**src/rtl/penc_pkg.sv**
```systemverilog
// Shared definitions for the sequential priority encoder (prio_encoder_seq).
package penc_pkg;

  typedef enum logic {
    IDLE = 1'b0,
    SCAN = 1'b1
  } penc_state_e;

  // Index value that means "no request".
  localparam int unsigned idx_none = 0;

endpackage

```
**src/rtl/prio_encoder_seq_find.sv**
```systemverilog
// penc_find: highest-set-bit locator. It returns (bit position + 1), so that
// index 0 is reserved for an empty vector.
module penc_find
  import penc_pkg::*;
#(
  parameter int unsigned N = 9,
  parameter int unsigned W = $clog2(N + 1)
) (
  input  logic [N-1:0] vec_i,
  output logic [W-1:0] idx_o,
  output logic         any_o
);

  // Later (higher) bits overwrite earlier ones, which gives the highest index priority.
  always_comb begin
    idx_o = W'(idx_none);
    for (int unsigned i = 0; i < N; i++) begin
      if (vec_i[i]) idx_o = W'(i + 1);
    end
  end

  assign any_o = |vec_i;

endmodule

```
**src/rtl/prio_encoder_seq.sv**
```systemverilog
// prio_encoder_seq: clocked, parametrised successor of the 74x147-style
// active-low priority encoder. It captures an active-low request vector on
// sample_i, then emits one active-low index per valid/ready handshake,
// highest index first.
// Optional feature: define PENC_MERGE_EN so that a sample_i during SCAN merges
// new requests into the pending set.
module prio_encoder_seq
  import penc_pkg::*;
#(
  parameter int unsigned N = 9,
  parameter int unsigned W = $clog2(N + 1)
) (
  input  logic         clk,
  input  logic         rst_n,
  input  logic [N-1:0] I_n,
  input  logic         sample_i,
  output logic [W-1:0] Y_n,
  output logic         valid_o,
  input  logic         ready_i,
  output logic         busy_o,
  output logic [W-1:0] pend_o,
  output logic         done_o
);

  penc_state_e  state_q;
  logic [N-1:0] pending_q;
  logic [N-1:0] pending_d;
  logic [N-1:0] pend_clr;
  logic [W-1:0] y_n_q;
  logic         valid_q;
  logic         busy_q;
  logic [W-1:0] pend_q;
  logic         done_q;

  logic [N-1:0] req;
  logic         accept;
  logic [W-1:0] cur_idx;
  logic [W-1:0] nxt_idx;
  logic         nxt_any;
  logic [W-1:0] cnt_d;

  assign req     = ~I_n;
  assign accept  = valid_q && ready_i;
  assign cur_idx = ~y_n_q;

  // Pending set with the currently presented index removed on accept.
  always_comb begin
    pend_clr = pending_q;
    if (accept) begin
      for (int unsigned i = 0; i < N; i++) begin
        if (W'(i + 1) == cur_idx) pend_clr[i] = 1'b0;
      end
    end
  end

  // Next pending set. The clear is applied before the merge, so a request that
  // is accepted and re-asserted on the same edge stays pending.
  always_comb begin
    pending_d = pending_q;
    unique case (state_q)
      IDLE: if (sample_i) pending_d = req;
      SCAN: begin
        pending_d = pend_clr;
`ifdef PENC_MERGE_EN
        if (sample_i) pending_d = pend_clr | req;
`endif
      end
      default: pending_d = pending_q;
    endcase
  end

  // Number of requests in the next pending set.
  always_comb begin
    cnt_d = '0;
    for (int unsigned i = 0; i < N; i++) begin
      cnt_d = cnt_d + W'(pending_d[i]);
    end
  end

  penc_find #(.N(N), .W(W)) u_find (
    .vec_i (pending_d),
    .idx_o (nxt_idx),
    .any_o (nxt_any)
  );

  // FSM, pending register and registered outputs. Y_n and pend_o are reloaded
  // only on capture or accept, so they hold stable through a stall even when
  // requests are merged into the pending set.
  always_ff @(posedge clk) begin
    if (!rst_n) begin
      state_q   <= IDLE;
      pending_q <= '0;
      y_n_q     <= '1;
      valid_q   <= 1'b0;
      busy_q    <= 1'b0;
      pend_q    <= '0;
      done_q    <= 1'b0;
    end else begin
      pending_q <= pending_d;
      busy_q    <= nxt_any;
      done_q    <= 1'b0;
      unique case (state_q)
        IDLE: begin
          if (sample_i) begin
            if (nxt_any) begin
              state_q <= SCAN;
              valid_q <= 1'b1;
              y_n_q   <= ~nxt_idx;
              pend_q  <= cnt_d;
            end else begin
              done_q  <= 1'b1;
            end
          end
        end
        SCAN: begin
          if (accept) begin
            if (nxt_any) begin
              y_n_q  <= ~nxt_idx;
              pend_q <= cnt_d;
            end else begin
              state_q <= IDLE;
              valid_q <= 1'b0;
              y_n_q   <= '1;
              pend_q  <= '0;
              done_q  <= 1'b1;
            end
          end
        end
        default: state_q <= IDLE;
      endcase
    end
  end

  assign Y_n     = y_n_q;
  assign valid_o = valid_q;
  assign busy_o  = busy_q;
  assign pend_o  = pend_q;
  assign done_o  = done_q;

endmodule

```
**config.mk**
```make
export PLATFORM = sky130hd
export DESIGN_NAME = prio_encoder_seq
export DESIGN_NICKNAME = d
export VERILOG_FILES = /design/src/rtl/penc_pkg.sv /design/src/rtl/prio_encoder_seq_find.sv /design/src/rtl/prio_encoder_seq.sv
export SDC_FILE = /design/constraint.sdc
export NUM_CORES = 1
export LEC_CHECK = 0
export ABC_AREA = 0
export CAP_MARGIN = 15
export CORE_UTILIZATION = 30
export CTS_CLUSTER_SIZE = 40
export DETAILED_ROUTE_END_ITERATION = 7
export PLACE_DENSITY_LB_ADDON = 0.1
export SYNTH_ARGS = -nofsm -noshare
export SYNTH_HDL_FRONTEND = slang
export SYNTH_SLANG_ARGS = --single-unit
```
**constraint.sdc**
```tcl
create_clock -name clk -period 5.27 [get_ports clk]
set_clock_uncertainty 0.2 [all_clocks]
set_input_delay 0.527 -clock clk [delete_from_list [all_inputs] [get_ports clk]]
set_output_delay 0.527 -clock clk [all_outputs]
set_load 0.05 [all_outputs]
```
==> summary.md <==
| Metric | Value |
|---|---|
| Total GRT Usage | 0.167 |
| Critical path's most frequent cell | fa_1 |
| FP Rows | 22 |
| Initial detailed-routing violation count | 68 |
| Hold Crit Class | register to register |
| Crit. End Element | register |
| Share of cells above drive strength 1 | 0.0788 |
| Die X | 66.1 um |
| Syn nets | 163 |
| Relative slew slack | 0.668 |
| Core footprint | 3800 um^2 |
| Total die area | 4370 um^2 |
| RSZ-0062 raised after global routing | no |
| Yosys top cell area share | 0.341 |
| Count leader, synth | dfxtp_1 |
| CTS H-Tree Depth | 1 |
| Hold-fix buffers, CTS | 0 |
| Worst-path cell chain | clkdlybuf4s50_1, and2b_1, nor2_1, a211oi_1, inv_1, fa_1, fa_1, fa_1, inv_1, fa_1, fa_1, xnor2_1, o32ai_1 |
| Post-synthesis sequential area ratio | 0.341 |
| Cell variety after synth | 44 |
| Peak supply drop | 0.129 mV |
| PwrDens | 314 nW/um^2 |
| Post-synth top cells | dfxtp_1 (21), nor2_1 (20), inv_1 (10), nand3_1 (8), nand2_1 (6) |
| Data arrival, critical path | 4580 ps |
| Total negative slack | 0 ps |
| Synth area leaders | dfxtp_1 (34%), fa_1 (8.1%), nor2_1 (6.1%) |
| Via count | 1,150 |
| Mux cell area share after synthesis | 0 |
| CTS Buf Count | 3 |
| Place WS | 382 ps |
| Ant. Diodes | 0 |
| Synthesized area | 1230 um^2 |
| Slew @ Worst Pin | 496 ps |
| Final setup vio count | 0 |
| Switch Pwr | 0.186 mW |
| # Post-CTS Setup Buffers | 0 |
| Fin. max-slew vios | 0 |
| Comb pwr share | 0.388 |
| Sequential power share | 0.385 |
| DR WL/cell | 15.6 um |
| CTS Buffer Depth | 2 |
| Max incr delay on CP | 550 ps |
| CP startpoint kind | input port |
| Complex-gate fraction of the synthesized area | 0.223 |
| Root Buffer | clkbuf_8 |
| Final #Nets | 188 |
| Dpl hpwl | 2510 um |
| Cell internal pwr | 0.301 mW |
| Antenna violations before repair | 0 |
| Setup ws final | 661 ps |
| Mean area per synthesized cell | 8.74 um^2 |
| Wirelength, routed | 3320 um |
| Largest family of logic cells by synthesized area | simple AND/OR/NAND/NOR gates |
| CTS tree | yes |
| Crit path kind | input port to register |
| Overflow after GRT | 0 |
| Clk network pwr share | 0.227 |
| P_leak | 0.588 nW |
| DRT Pass-1 Iters | 4 |
| Run status | finished clean |
| CTS clk-pin slew, worst paths | 80 ps |
| Non-Filler Instances | 213 |
| WL met1 | 1560 um |
| Flops & latches, synth | 21 |
| Fraction of registers with async set/reset | 0 |
| EDFF count, synth | 0 |
| CTS sink count | 21 |
| DRC viols | 0 |
| Cell taking the most area after synthesis | dfxtp_1 |
| CP required | 5240 ps |
| Main synth FF type | dfxtp_1 |
| Adder-cell share of the synthesized area | 0.122 |
| Placer Congestion | 0.858 |
| First-pass GRT wire length | 5430 um |
| Crit-path max FO | 6 |
| Vias in the first global route | 1,137 |
| Top Metal Used | met4 |
| Vias/cell | 5.40 |
| Largest net degree at the start of global routing | 14 |
| Fin util | 0.409 |
| Met2 WL post-DR | 1560 um |
| Xor/xnor share of the synthesized area | 0.00711 |
| Synthesized netlist cell count | 141 |
| # port buffers | 23 |
| Placed instance count | 209 |
| Fin. Hold Viols | 0 |
| Resize count post-CTS | 0 |
| Hold Slack | 285 ps |
| Crit share post-route | 0.874 |
| Post-DRT Antenna Nets | 0 |
| Clk Latency, worst-skew pair | 260 ps |
| Yosys warns | 0 |
| Die Y | 66.1 um |
| Crit-path slowest cell | clkdlybuf4s50_1 |
| Simple-gate share of the synthesized area | 0.251 |
| Switching Fraction | 0.382 |
| Layout overhead on the synthesized area | 26.0% |
| Met3 Wirelength | 152 um |
| Starting Density | 0.324 |
| I/O pins | 24 |
| Max Cap Viol | 0 |
| Fmax | 217 MHz |
| Min Tclk post-route | 4610 ps |
[cell families (layout without fill, tap and decap cells)]
kind of cell,after synthesis,after routing
adders and majority gates,9,9
AOI/OAI and AO/OA,38,38
DFF,21,21
and+or+nand+nor,57,57
buffers and inverters,15,39
xor gates and xnor gates,1,1
[cells in the final DEF (no fill, tap or decap), types with 3 or more instances in the layout]
cell,Yosys,final
o22ai_1,4,4
nand3_1,8,8
fa_1,5,5
nor3_1,3,3
inv_1,10,10
clkbuf_8,0,3
dfxtp_1,21,21
o21ai_1,3,3
o21ai_0,3,3
ha_1,4,4
o21a_1,3,3
nand2_1,6,6
a21oi_1,4,4
a211oi_1,4,4
clkdlybuf4s50_1,0,23
nor2_1,20,20
o211ai_1,4,4
o31ai_1,3,3
nor4_1,4,4
nand3b_1,3,3
[worst max-delay path: cells and delay by family]
family,cells,cell delay (ps)
buffers and inverters,3,770
AND/OR/NAND/NOR,2,340
XOR/XNOR,1,150
AO/OA/AOI/OAI,2,560
adder cells (fa/ha/maj),5,2230
[layer usage]
layer | vias to the layer above | global-route usage
met5 | - | 0
li1 | 564 | -
met1 | 552 | 0.217
met3 | 6 | 0.0379
met4 | 0 | 0.0718
met2 | 28 | 0.261
[flip-flops by register name, indices dropped and copies added (netlist names)]
signal	flops
valid_o	1
busy_o	1
Y_n	4
done_o	1
pending_q	9
state_q	1
pend_o	4
[layout make-up]
class | instances | area, um^2
clock inverter | 1 | 5.00
multi-input combinational | 105 | 743
timing repair buffer | 25 | 245
fill | 394 | 2250
sequential | 21 | 420
clock buffer | 3 | 41.3
inverter | 10 | 37.5
tap | 48 | 60.1
[power groups by stage]
stage	clock, mW	sequential, mW	combinational [mW]
global route	0.122	0.190	0.209
CTS	0.111	0.188	0.190
floorplan	0	0.223	0.0984
finish	0.111	0.188	0.189
global placement	0	0.191	0.188
detailed placement	0	0.191	0.189
[through the flow]
step           power [mW]  cell area (um^2)
2_1_floorplan       0.322              1230
3_3_place_gp        0.380              1510
3_5_place_dp        0.380              1510
4_1_cts             0.489              1550
5_1_grt             0.521              1550
6_report            0.487              1550
[path summary, 6_finish.rpt]
check | startpoint | end | slack [ps] | cells past startpoint
min | pend_o[0] | pend_o[0] | 280 | 2
max | sample_i | pend_o[2] | 660 | 13
max reg2reg | state_q | pend_o[2] | 890 | 11
min reg2reg | pend_o[0] | pend_o[0] | 280 | 2
No activity file was read; power rests on OpenSTA's default activity.
